[config.mk]
export PLATFORM = sky130hd
export DESIGN_NAME = mmio_controller_flat
export DESIGN_NICKNAME = d
export VERILOG_FILES = /design/src/rtl/mmio_controller_if.sv /design/src/rtl/mmio_controller.sv /design/src/flat_wrapper.sv
export SDC_FILE = /design/constraint.sdc
export NUM_CORES = 1
export LEC_CHECK = 0
export BUFFER_PORTS_ARGS = -buffer_cell sky130_fd_sc_hd__buf_4
export CORE_UTILIZATION = 30
export DETAILED_ROUTE_END_ITERATION = 10
export PLACE_DENSITY = 0.55
export RECOVER_POWER = 50
export SETUP_SLACK_MARGIN = 0.3
export SYNTH_ARGS = -nofsm -noshare
export SYNTH_HDL_FRONTEND = slang
export SYNTH_SLANG_ARGS = --single-unit
[constraint.sdc]
create_clock -name clock -period 2.7 [get_ports clock]
set_input_delay 0 -clock clock [delete_from_list [all_inputs] [get_ports clock]]
set_output_delay 0 -clock clock [all_outputs]
set_load 0.01 [all_outputs]
[src/rtl/mmio_controller_if.sv]
// ----------------------------------------------------------------------------
// mmio_controller_if
// Bundles the processor data-memory port and the data-RAM port that the MMIO
// controller sits between.
//   master : processor/RAM side (drives address, write data, write enable and
//            the raw RAM read data)
//   slave  : mmio_controller (returns read data to the processor and the
//            filtered RAM write enable)
// ----------------------------------------------------------------------------
interface mmio_controller_if;
    logic [31:0] address_dmem;  // processor word address
    logic [31:0] data;          // processor write data
    logic        wren;          // processor write enable
    logic [31:0] q_ram;         // read data from data RAM
    logic [31:0] q_dmem;        // read data to processor
    logic        ram_wren;      // write enable to data RAM

    modport master (
        output address_dmem, data, wren, q_ram,
        input  q_dmem, ram_wren
    );

    modport slave (
        input  address_dmem, data, wren, q_ram,
        output q_dmem, ram_wren
    );
endinterface

[src/rtl/mmio_controller.sv]
// ----------------------------------------------------------------------------
// mmio_controller
// Memory-mapped I/O controller between the processor data port and data RAM.
// A four-word window at IO_BASE holds:
//   +0 SW     (RO)    debounced switches, zero-extended
//   +1 LED    (RW)    LED register
//   +2 TIMER  (RW)    32-bit countdown timer
//   +3 STATUS (R/W1C) bit0 timer_done, bit1 sw_changed
// Writes inside the window never reach RAM; reads inside the window return
// the register value instead of RAM data, with no added latency.
// Ports:
//   clock      system clock, all state on posedge
//   reset      asynchronous active-low reset
//   bus        processor/RAM port bundle (slave side)
//   sw_in      raw asynchronous switch pins
//   led_out    LED drive
//   timer_irq  copy of STATUS bit0
// ----------------------------------------------------------------------------
module mmio_controller #(
    parameter logic [31:0] IO_BASE         = 32'd4096,
    parameter int unsigned DEBOUNCE_CYCLES = 16,
    parameter int unsigned SW_WIDTH        = 16,
    parameter int unsigned LED_WIDTH       = 16
) (
    input  logic                 clock,
    input  logic                 reset,
    mmio_controller_if.slave     bus,
    input  logic [SW_WIDTH-1:0]  sw_in,
    output logic [LED_WIDTH-1:0] led_out,
    output logic                 timer_irq
);

    localparam int unsigned      CNT_W    = $clog2(DEBOUNCE_CYCLES);
    localparam logic [CNT_W-1:0] CNT_LAST = CNT_W'(DEBOUNCE_CYCLES - 1);
    localparam logic [31:0]      IO_LAST  = IO_BASE + 32'd3;

    localparam logic [1:0] OFF_SW     = 2'd0;
    localparam logic [1:0] OFF_LED    = 2'd1;
    localparam logic [1:0] OFF_TIMER  = 2'd2;
    localparam logic [1:0] OFF_STATUS = 2'd3;

    // ------------------------------------------------------------------
    // Address decode
    // ------------------------------------------------------------------
    logic       io_hit;
    logic [1:0] io_off;
    logic       wr_led;
    logic       wr_timer;
    logic       wr_status;

    assign io_hit    = (bus.address_dmem >= IO_BASE) && (bus.address_dmem <= IO_LAST);
    // Only the low two bits of (address - IO_BASE) matter inside the window,
    // and they equal the difference of the low two bits (mod 4).
    assign io_off    = bus.address_dmem[1:0] - IO_BASE[1:0];
    assign wr_led    = bus.wren && io_hit && (io_off == OFF_LED);
    assign wr_timer  = bus.wren && io_hit && (io_off == OFF_TIMER);
    assign wr_status = bus.wren && io_hit && (io_off == OFF_STATUS);

    assign bus.ram_wren = bus.wren && !io_hit;

    // ------------------------------------------------------------------
    // State
    // ------------------------------------------------------------------
    logic [SW_WIDTH-1:0]  sync1_q,     sync1_d;
    logic [SW_WIDTH-1:0]  sync2_q,     sync2_d;
    logic [SW_WIDTH-1:0]  sw_stable_q, sw_stable_d;
    logic [CNT_W-1:0]     deb_cnt_q,   deb_cnt_d;
    logic [LED_WIDTH-1:0] led_q,       led_d;
    logic [31:0]          timer_q,     timer_d;
    logic [1:0]           status_q,    status_d;

    logic sw_accept;
    logic timer_expire;

    always_comb begin
        // Two-flop synchroniser; sync2_q is the only stage the debouncer sees.
        sync1_d = sw_in;
        sync2_d = sync1_q;

        // Whole-vector debounce: the counter only runs while the synchronised
        // vector differs from the accepted one, and any return to the accepted
        // value restarts it. Acceptance happens on the cycle after the counter
        // has reached its last value, giving DEBOUNCE_CYCLES differing samples.
        sw_stable_d = sw_stable_q;
        deb_cnt_d   = '0;
        sw_accept   = 1'b0;
        if (sync2_q != sw_stable_q) begin
            if (deb_cnt_q == CNT_LAST) begin
                sw_stable_d = sync2_q;
                sw_accept   = 1'b1;
            end else begin
                deb_cnt_d = deb_cnt_q + 1'b1;
            end
        end

        led_d = wr_led ? bus.data[LED_WIDTH-1:0] : led_q;

        // A bus write wins over the decrement, so writing 0 while the count
        // is 1 stops the timer without reporting an expiry.
        timer_expire = 1'b0;
        if (wr_timer) begin
            timer_d = bus.data;
        end else if (timer_q != 32'd0) begin
            timer_d      = timer_q - 32'd1;
            timer_expire = (timer_q == 32'd1);
        end else begin
            timer_d = timer_q;
        end

        // W1C first, then sets, so a same-cycle set survives the clear.
        status_d = status_q;
        if (wr_status) begin
            status_d = status_q & ~bus.data[1:0];
        end
        if (timer_expire) begin
            status_d[0] = 1'b1;
        end
        if (sw_accept) begin
            status_d[1] = 1'b1;
        end
    end

    always_ff @(posedge clock or negedge reset) begin
        if (!reset) begin
            sync1_q     <= '0;
            sync2_q     <= '0;
            sw_stable_q <= '0;
            deb_cnt_q   <= '0;
            led_q       <= '0;
            timer_q     <= '0;
            status_q    <= '0;
        end else begin
            sync1_q     <= sync1_d;
            sync2_q     <= sync2_d;
            sw_stable_q <= sw_stable_d;
            deb_cnt_q   <= deb_cnt_d;
            led_q       <= led_d;
            timer_q     <= timer_d;
            status_q    <= status_d;
        end
    end

    // ------------------------------------------------------------------
    // Read path (combinational, reads have no side effects)
    // ------------------------------------------------------------------
    logic [31:0] io_rdata;

    always_comb begin
        io_rdata = '0;
        case (io_off)
            OFF_SW:     io_rdata[SW_WIDTH-1:0]  = sw_stable_q;
            OFF_LED:    io_rdata[LED_WIDTH-1:0] = led_q;
            OFF_TIMER:  io_rdata                = timer_q;
            OFF_STATUS: io_rdata[1:0]           = status_q;
            default:    io_rdata                = '0;
        endcase
    end

    assign bus.q_dmem = io_hit ? io_rdata : bus.q_ram;

    assign led_out   = led_q;
    assign timer_irq = status_q[0];

endmodule
[src/flat_wrapper.sv]
// flat-port wrapper written by rule: the top's interface ports become plain ports
module mmio_controller_flat 
#(
    parameter logic [31:0] IO_BASE         = 32'd4096,
    parameter int unsigned DEBOUNCE_CYCLES = 16,
    parameter int unsigned SW_WIDTH        = 16,
    parameter int unsigned LED_WIDTH       = 16
)
  (clock, reset, sw_in, led_out, timer_irq, bus_address_dmem, bus_data, bus_wren, bus_q_ram, bus_q_dmem, bus_ram_wren);
  mmio_controller_if bus_i ();
  input  logic clock;
  input  logic reset;
  input  logic [SW_WIDTH-1:0] sw_in;
  output logic [LED_WIDTH-1:0] led_out;
  output logic timer_irq;
  input wire logic [$bits(bus_i.address_dmem)-1:0] bus_address_dmem;
  input wire logic [$bits(bus_i.data)-1:0] bus_data;
  input wire logic [$bits(bus_i.wren)-1:0] bus_wren;
  input wire logic [$bits(bus_i.q_ram)-1:0] bus_q_ram;
  output wire logic [$bits(bus_i.q_dmem)-1:0] bus_q_dmem;
  output wire logic [$bits(bus_i.ram_wren)-1:0] bus_ram_wren;
  assign bus_i.address_dmem = bus_address_dmem;
  assign bus_i.data = bus_data;
  assign bus_i.wren = bus_wren;
  assign bus_i.q_ram = bus_q_ram;
  assign bus_q_dmem = bus_i.q_dmem;
  assign bus_ram_wren = bus_i.ram_wren;
  mmio_controller #(.IO_BASE(IO_BASE), .DEBOUNCE_CYCLES(DEBOUNCE_CYCLES), .SW_WIDTH(SW_WIDTH), .LED_WIDTH(LED_WIDTH)) u_core (.clock(clock), .reset(reset), .bus(bus_i), .sw_in(sw_in), .led_out(led_out), .timer_irq(timer_irq));
endmodule
==> results of run 1 <==
-- cells by family (layout without fill, tap and decap cells) --
group | Yosys count | after routing | share of synthesized area [%]
AND/OR/NAND/NOR | 201 | 201 | 20.47
adder cells (fa/ha/maj) | 3 | 3 | 0.7108
AO/OA/AOI/OAI | 103 | 103 | 11.85
buffers and inverters | 34 | 245 | 2.819
multiplexers | 52 | 52 | 11.18
flip-flops | 102 | 102 | 48.33
XOR/XNOR | 28 | 28 | 4.644
-- per-layer routing --
metal / vias up / part of all wire [%] / GRT usage [%]
li1: 2301 / - / -
met4: 0 / 1.8 / 5.181
met5: - / 0 / 0
met2: 145 / 49 / 29.35
met3: 22 / 5.0 / 3.829
met1: 2215 / 45 / 22.38
-- repair_timing --
item,4_1_cts,5_1_grt
gates resized for setup,4,3
hold buffers,49,0
pin swaps,0,3
hold endpoints to repair,112,0
buffers inserted,0,2
cloned,0,0
endpoints found under the setup margin,17,17
-- synthesized netlist by cell type, drive strengths merged, types with 8 or more instances --
| cell type | n |
|---|---|
| o31ai | 9 |
| nand2 | 74 |
| o21ai | 31 |
| xnor2 | 27 |
| mux2i | 17 |
| nor2 | 39 |
| nor3 | 10 |
| nand3 | 21 |
| dfrtp | 102 |
| mux2 | 33 |
| or4 | 8 |
| nor4 | 15 |
| buf | 10 |
| clkbuf | 19 |
| nand4 | 10 |
| a21oi | 37 |
-- flip-flops by register name, summed over array words and instances, names as in the netlist --
signal / count
u_core.sw_stable_q: 16
u_core.sync1_q: 16
u_core.timer_q: 32
u_core.deb_cnt_q: 4
u_core.led_out: 16
u_core.status_q: 2
u_core.sync2_q: 16
-- final timing paths --
check                                               startpoint                              to  slack (ns)  cells past startpoint
worst max-delay path            u_core.timer_q[11]$_DFFE_PN0P_  u_core.timer_q[31]$_DFFE_PN0P_        0.43                      5
worst max register to register  u_core.timer_q[11]$_DFFE_PN0P_  u_core.timer_q[31]$_DFFE_PN0P_        0.43                      5
worst min-delay path                                  bus_wren  u_core.status_q[1]$_DFFE_PN0P_        0.04                      4
max in group asynchronous                                reset     u_core.sync1_q[4]$_DFF_PN0_        0.76                      3
min in group asynchronous                                reset  u_core.timer_q[24]$_DFFE_PN0P_        0.45                      2
worst min register to register     u_core.sync1_q[0]$_DFF_PN0_     u_core.sync2_q[0]$_DFF_PN0_        0.35                      0
-- layout make-up --
type                       instances  area [µm²]
tap                              225       281.5
inverter                           5       18.77
timing repair buffer             225        1745
sequential                       102        2552
fill                            1678        9729
clock buffer                      11       242.7
multi-input combinational        387        2634
clock inverter                     4       32.53
-- metrics by stage --
step / std cells / instance area [µm²] / hold slack (ns) / util (%)
floorplan: 523 / 5281 / -0.2956 / -
global placement: 893 / 6754 / 0.06367 / 39.18
detailed placement: 893 / 6754 / 0.06648 / 39.18
CTS: 957 / 7548 / 0.02899 / 43.79
global route: 959 / 7507 / 0.04352 / 43.55
finish: 959 / 7507 / 0.03992 / 43.55
-- critical path: cells and delay by family, from the launching register on --
family	cells	cell delay (ns)
AOI/OAI and AO/OA	1	0.14
DFF	1	0.45
and+or+nand+nor	4	1.62
-- power groups by stage --
stage                     sequential [µW]  clock, µW  combinational (µW)
final                                1710       1230                 522
after CTS                            1700       1260                 535
after detailed placement             1730          0                 475
after global placement               1730          0                 465
after global routing                 1720       1330                 572
after floorplan                      1710          0                 225
==> results.yml, run 1 <==
sta:
  slew_viol_final: 0
  slew_headroom_pct: 18.96
  setup_violations: 0
  tightest_slew_ns: 1.216
  rsz0062_at_grt: "true"
  final.setup.tns_ns: 0
  fin_crit_ns: 2.271
  postLayoutSetupSlackWorst_ns: 0.4293
  hold_viol_final: 0
  fin_crit_sh_pct: 84.10
  fin_skew_ns: 0.005910
  fmax_mhz: 440.4
setup_path:
  crit_path_top_delay_cell: "or4_1"
  crit_path_start_kind: "flop"
  crit_fanout: 5
  critical_path_required_ns: 2.98
  worstSetupPathType: "reg -> reg"
  crit_chain: "nor4_4 > nand4_1 > or4_1 > or3_1 > a21oi_1"
  crit_arrival_ns: 2.55
  cp-end-kind: "flop"
  critPathMaxStageDelay_ns: 0.50
cts:
  path_clk_slew_ns: 0.07
  htree_num_levels: 3
  root_buffer: "clkbuf_16"
  cts_buffers: 9
  cts_sinks: 102
  clockBufferDepth: 2
  clk_latency_ns: 0.35
  cts_tree: "built"
synthesis:
  synth_ff_type: "dfrtp_1"
  yosysWarnings: 0
  synth_edf_count: 0
  ys_top_cells_by_area: "dfrtp_1, mux2_2, nand2_1, xnor2_1, a21oi_1"
  syn-instance-count: 523
  synth_top_area_share_pct: 48.33
  ys_seq_elements: 102
  synthArstFlopShare_pct: 100.0
  yosysTopAreaCell: "dfrtp_1"
  seq_area_frac_synth_pct: 48.33
  syn_nets: 641
  ys_types: 58
  avgSynthCellArea_um2: 10.10
  syn_area_mm2: 0.005281
floorplanning:
  fp.dieH_um: 134.7
  die_w_um: 134.7
  num_rows: 48
  die_area_mm2: 0.01814
  num_io_pins: 165
  core_area_mm2: 0.01724
  start_util_pct: 30.64
place:
  pre_cts_ws_ns: 0.06454
  hpwlAfterDp_mm: 11.16
  io_buffers: 164
  gp_congestion: 0.8348
pwr:
  finalPower_uw: 3457
  p_int_uw: 2591
  peakVddDrop_mv: 0.4296
  power-per-cell-area_mw_per_mm2: 460.4
  leakage_uw: 0.003258
  p_switching_uw: 865.5
  sw_frac_of_total_pct: 25.04
  comb_power_share_pct: 15.1
  clkPwrFrac_pct: 35.6
  seq_power_share_pct: 49.3
global_route:
  grt_pass1_vias: 4820
  overflow: 0
  grt_antenna_before_repair: 0
  track_usage_pct: 17.45
  grt_max_degree: 55
  grt_pass1_wl_mm: 24.61
layout:
  nNetsFinal: 848
  drive_gt1_share_pct: 31.74
  layout_common_cells: "buf_4, dfrtp_1, nand2_1, dlygate4sd3_1"
  mostFrequentLayoutCell: "buf_4"
  syn_to_final_growth_pct: 42.15
  n_antenna_cell: 0
detailed_routing:
  vias: 4683
  via_per_inst: 4.883
  firstDrtPassIters: 6
  route.antenna.remaining_nets: 0
  drt-initial-drc-count: 181
  drc_errors: 0
  wl_per_cell_um: 15.89
  wirelength_mm: 15.24
outcome:
  status: "completed"
worst_hold_path:
  hp-class: "in -> reg"
job:
  drv_cap: 0
Power figures use the tool's default switching activity.
==> run 2: changes to the inputs <==
clock period = 2.25 ns   (was 2.7 ns; I/O delays follow)
==> results.yml, run 2 (synthesis results as in run 1) <==
outcome:
  status: "completed"
global_route:
  track_usage_pct: 18.09
  grt_max_degree: 48
  overflow: 0
  grt_pass1_vias: 4946
  grt_pass1_wl_mm: 25.45
  grt_antenna_before_repair: 0
detailed_routing:
  wirelength_mm: 16.15
  wl_per_cell_um: 16.15
  firstDrtPassIters: 5
  drt-initial-drc-count: 326
  route.antenna.remaining_nets: 0
  via_per_inst: 4.953
  drc_errors: 0
  vias: 4953
setup_path:
  critical_path_required_ns: 2.49
  cp-end-kind: "flop"
  crit_fanout: 7
  crit_chain: "or3_4 > or3_4 > o31ai_4 > nand2_1 > mux2_4"
  crit_arrival_ns: 2.31
  reg2reg_depth: 5
  crit_path_top_delay_cell: "dfrtp_1"
  crit_path_start_kind: "flop"
  worstSetupPathType: "reg -> reg"
  critPathMaxStageDelay_ns: 0.48
  cp_common_cell: "or3_4"
pwr:
  finalPower_uw: 4323
  leakage_uw: 0.003550
  power-per-cell-area_mw_per_mm2: 534.9
  peakVddDrop_mv: 0.4665
place:
  gp_congestion: 0.8854
  placed_area_mm2: 0.006879
  io_buffers: 164
  hpwlAfterDp_mm: 11.57
floorplanning:
  die_w_um: 134.7
  num_io_pins: 165
  start_util_pct: 30.64
  die_area_mm2: 0.01814
  core_area_mm2: 0.01724
  num_rows: 48
  fp.dieH_um: 134.7
sta:
  setup_violations: 0
  fin_crit_sh_pct: 91.92
  hold_viol_final: 0
  final.setup.tns_ns: 0
  slew_viol_final: 0
  fin_crit_ns: 2.068
  fmax_mhz: 483.5
  tightest_slew_ns: 0.8950
  slew_headroom_pct: 40.33
  rsz0062_at_grt: "true"
  fin_skew_ns: 0.003730
layout:
  regMostFlops: "u_core.timer_q"
  n_antenna_cell: 0
  nNetsFinal: 888
  layout_common_cells: "buf_4, dfrtp_1, nand2_1, dlygate4sd3_1, nor2_1"
  syn_to_final_growth_pct: 53.02
  nFillCells: 1627
  largest_reg_flops: 32
  final_cell_area_mm2: 0.008082
  mostFrequentLayoutCell: "buf_4"
  drive_gt1_share_pct: 40.13
cts:
  root_buffer: "clkbuf_16"
  htree_num_levels: 3
  cts_sinks: 102
  path_clk_slew_ns: 0.07
  clk_latency_ns: 0.35
  clockBufferDepth: 2
  cts_buffers: 9
  cts_tree: "built"
job:
  drv_cap: 0
worst_hold_path:
  whs_path_depth: 4
  hp-class: "in -> reg"
[run 2: path summary, 6_finish.rpt]
path	start	endpoint	slack [ns]
setup / recovery	u_core.timer_q[24]$_DFFE_PN0P_	u_core.timer_q[7]$_DFFE_PN0P_	0.18
hold / removal	bus_wren	u_core.status_q[0]$_DFFE_PN0P_	0.02
setup reg to reg	u_core.timer_q[24]$_DFFE_PN0P_	u_core.timer_q[7]$_DFFE_PN0P_	0.18
hold reg to reg	u_core.sync1_q[4]$_DFF_PN0_	u_core.sync2_q[4]$_DFF_PN0_	0.35
max in group asynchronous	reset	u_core.sync1_q[14]$_DFF_PN0_	0.86
min in group asynchronous	reset	u_core.timer_q[29]$_DFFE_PN0P_	0.31
[run 2: repair_timing]
action,4_1_cts,5_1_grt
hold buffers,49,0
setup buffers,14,14
pin swaps,8,15
endpoints found under the setup margin,31,47
gates resized for setup,25,26
endpoints found under the hold margin,96,0
[run 2: layout make-up]
class	instances	area, µm²	share of cell area, %
multi-input combinational	387	2804	34.70
inverter	5	18.77	0.2322
clock buffer	11	242.7	3.004
tap	225	281.5	3.484
clock inverter	5	65.06	0.8051
timing repair buffer	265	2108	26.09
sequential	102	2561	31.69
[run 2: layer usage]
metal	vias up	wire, µm	GRT usage [%]
met3	20	864	4.204
li1	2374	-	-
met2	152	8215	31.41
met5	-	0	0
met4	0	282	4.931
met1	2407	6790	22.42
[run 2: worst max-delay path, delay by kind of cell, from the launching register on]
family | cells | cell delay [ns]
multiplexers | 1 | 0.26
flip-flops | 1 | 0.48
AO/OA/AOI/OAI | 1 | 0.29
AND/OR/NAND/NOR | 3 | 0.92
[run 2: metrics by stage]
stage          hold WS, ns  setup slack (ns)  utilization [%]  cells
2_1_floorplan      -0.2956            0.2632                -    523
3_3_place_gp      -0.01729            0.1004            39.91    907
3_5_place_dp      -0.01289           0.01322            39.91    907
4_1_cts            0.01246            0.1948            45.84    986
5_1_grt            0.05788            0.1178            46.89   1000
6_report           0.02287            0.1819            46.89   1000
[run 2: power by group]
group / leakage, µW / internal [µW] / switching [µW]
registers: 0.00116 / 1940 / 104
logic: 0.00224 / 396 / 254
clock network: 0.000151 / 906 / 718
==> run 3: changes to the inputs <==
CELL_PAD_IN_SITES_DETAIL_PLACEMENT = 2   (was default)
CELL_PAD_IN_SITES_GLOBAL_PLACEMENT = 2   (was default)
PLACE_DENSITY = 0.81   (was 0.55)
SETUP_SLACK_MARGIN = 0.05   (was 0.3)
==> results.yml, run 3 (synthesis results as in run 1) <==
outcome:
  status: "completed"
detailed_routing:
  wirelength_mm: 19.88
  vias: 5054
  via_per_inst: 5.178
  firstDrtPassIters: 4
  drt-initial-drc-count: 208
  drc_errors: 0
  wl_per_cell_um: 20.37
  route.antenna.remaining_nets: 0
layout:
  multi_input_area_mm2: 0.002664
  nNetsFinal: 864
  layout_common_cells: "buf_4, dfrtp_1, nand2_1, dlygate4sd3_1, a21oi_1"
  syn_to_final_growth_pct: 47.36
  nFillCells: 1790
  n_antenna_cell: 0
  mostFrequentLayoutCell: "buf_4"
  largest_reg_flops: 32
  regMostFlops: "u_core.timer_q"
  seq_area_mm2: 0.002557
  finalCoreUtilization_pct: 45.15
  drive_gt1_share_pct: 37.28
sta:
  slew_headroom_pct: 2.578
  rsz0062_at_grt: "true"
  fmax_mhz: 462.7
  fin_skew_ns: 0.006446
  final.setup.tns_ns: 0
  slew_viol_final: 0
  tightest_slew_ns: 1.461
  fin_crit_sh_pct: 96.06
  hold_viol_final: 0
  fin_crit_ns: 2.161
  setup_violations: 0
cts:
  root_buffer: "clkbuf_16"
  htree_num_levels: 3
  path_clk_slew_ns: 0.08
  cts_sinks: 102
  clockBufferDepth: 2
  cts_buffers: 9
  clk_latency_ns: 0.35
  cts_tree: "built"
global_route:
  track_usage_pct: 22.84
  grt_antenna_before_repair: 0
  grt_pass1_vias: 5852
  grt_pass1_wl_mm: 31.85
  overflow: 0
  grt_max_degree: 103
pwr:
  leakage_uw: 0.003416
  peakVddDrop_mv: 0.3734
  power-per-cell-area_mw_per_mm2: 553.7
worst_hold_path:
  hold_path.startpoint: "bus_wren"
  hp-class: "in -> reg"
job:
  drv_cap: 0
floorplanning:
  num_io_pins: 165
  die_area_mm2: 0.01814
  die_w_um: 134.7
  num_rows: 48
  fp.dieH_um: 134.7
  core_area_mm2: 0.01724
  start_util_pct: 30.64
setup_path:
  crit_path_start_kind: "flop"
  critical_path_required_ns: 2.52
  r2r-end: "u_core.timer_q[31]$_DFFE_PN0P_"
  setup.worst_path.start: "u_core.timer_q[15]$_DFFE_PN0P_"
  crit_fanout: 4
  crit_arrival_ns: 2.43
  critPathMaxStageDelay_ns: 0.48
  reg2reg_depth: 5
  cp-end-kind: "flop"
  endpoint: "u_core.timer_q[31]$_DFFE_PN0P_"
  r2r_slack_ns: 0.09
  crit_chain: "nor4_4 > nand4_1 > or4_4 > or3_1 > a21oi_1"
  reg2reg_from: "u_core.timer_q[15]$_DFFE_PN0P_"
  crit_path_top_delay_cell: "or4_4"
  worstSetupPathType: "reg -> reg"
place:
  gp_congestion: 0.8062
  hpwlAfterDp_mm: 13.90
  io_buffers: 164
## run 3: changes by cell type in the layout (fill, tap and decap cells not counted), moves of 3 or more
| cell | change |
|---|---|
| o21ai_0 | +4 |
| dfrtp_2 | -3 |
| xnor2_2 | -3 |
| o31ai_1 | +3 |
| clkbuf_1 | -13 |
| buf_4 | -8 |
| dfrtp_1 | +3 |
| xnor2_1 | +3 |
| o21ai_1 | -4 |
## run 3: layout make-up
cell class | count | share of cell area [%]
multi-input cells | 387 | 34.23
flip-flops and latches | 102 | 32.86
repair buffers | 241 | 25.19
well taps | 225 | 3.617
clock buffers | 10 | 3.071
clock inverters | 6 | 0.7878
inverters | 5 | 0.2412
## run 3: through the flow
| stage | setup slack [ns] | std cells | hold slack, ns | cell area, µm² | total power (µW) |
|---|---|---|---|---|---|
| 6_report | 0.08873 | 976 | 0.02537 | 7782 | 4309 |
| 5_1_grt | -0.006337 | 976 | 0.04394 | 7782 | 4483 |
| 4_1_cts | 0.01133 | 975 | 0.009679 | 7716 | 4362 |
| 3_5_place_dp | -0.01410 | 907 | 0.1109 | 6884 | 2684 |
| 3_3_place_gp | 0.04828 | 907 | 0.1085 | 6884 | 2634 |
| 2_1_floorplan | 0.09349 | 523 | -0.2956 | 5281 | 2317 |
## run 3: metal layers
layer / GRT usage (%) / part of all wire, % / up-vias / wire [µm]
li1: - / - / 2330 / -
met1: 26.87 / 40 / 2563 / 7972
met2: 43.07 / 54 / 138 / 10780
met3: 2.965 / 4.1 / 23 / 825
met4: 6.429 / 1.5 / 0 / 304
met5: 0 / 0 / - / 0
## run 3: worst max-delay path, delay by kind of cell, from the launching register on
family | cells | cell delay [ns]
flip-flops | 1 | 0.46
AND/OR/NAND/NOR | 4 | 1.47
AO/OA/AOI/OAI | 1 | 0.15
## run 3: report_power, final
group | leakage, µW | switching (µW) | internal (µW)
Combinational | 0.00211 | 276 | 385
Sequential | 0.00116 | 118 | 1940
Clock | 0.000145 | 776 | 812
## run 3: worst min-delay path by stage
stage | end | slack (ns) | cells past startpoint
6_report | u_core.status_q[1]$_DFFE_PN0P_ | 0.03 | 4
5_1_grt | u_core.status_q[1]$_DFFE_PN0P_ | 0.04 | 4
4_1_cts | u_core.status_q[1]$_DFFE_PN0P_ | 0.01 | 4
3_5_place_dp | u_core.sync1_q[13]$_DFF_PN0_ | 0.11 | 2
3_3_place_gp | u_core.sync1_q[14]$_DFF_PN0_ | 0.11 | 2
2_1_floorplan | u_core.deb_cnt_q[0]$_DFF_PN0_ | -0.30 | 0
## run 3: timing repair
| action | CTS | global route |
|---|---|---|
| pin swaps | 2 | 3 |
| hold buffers | 49 | 0 |
| resized for setup | 4 | 17 |
| hold endpoints to repair | 167 | 0 |
| setup buffers | 3 | 1 |
| setup endpoints to repair | 8 | 22 |
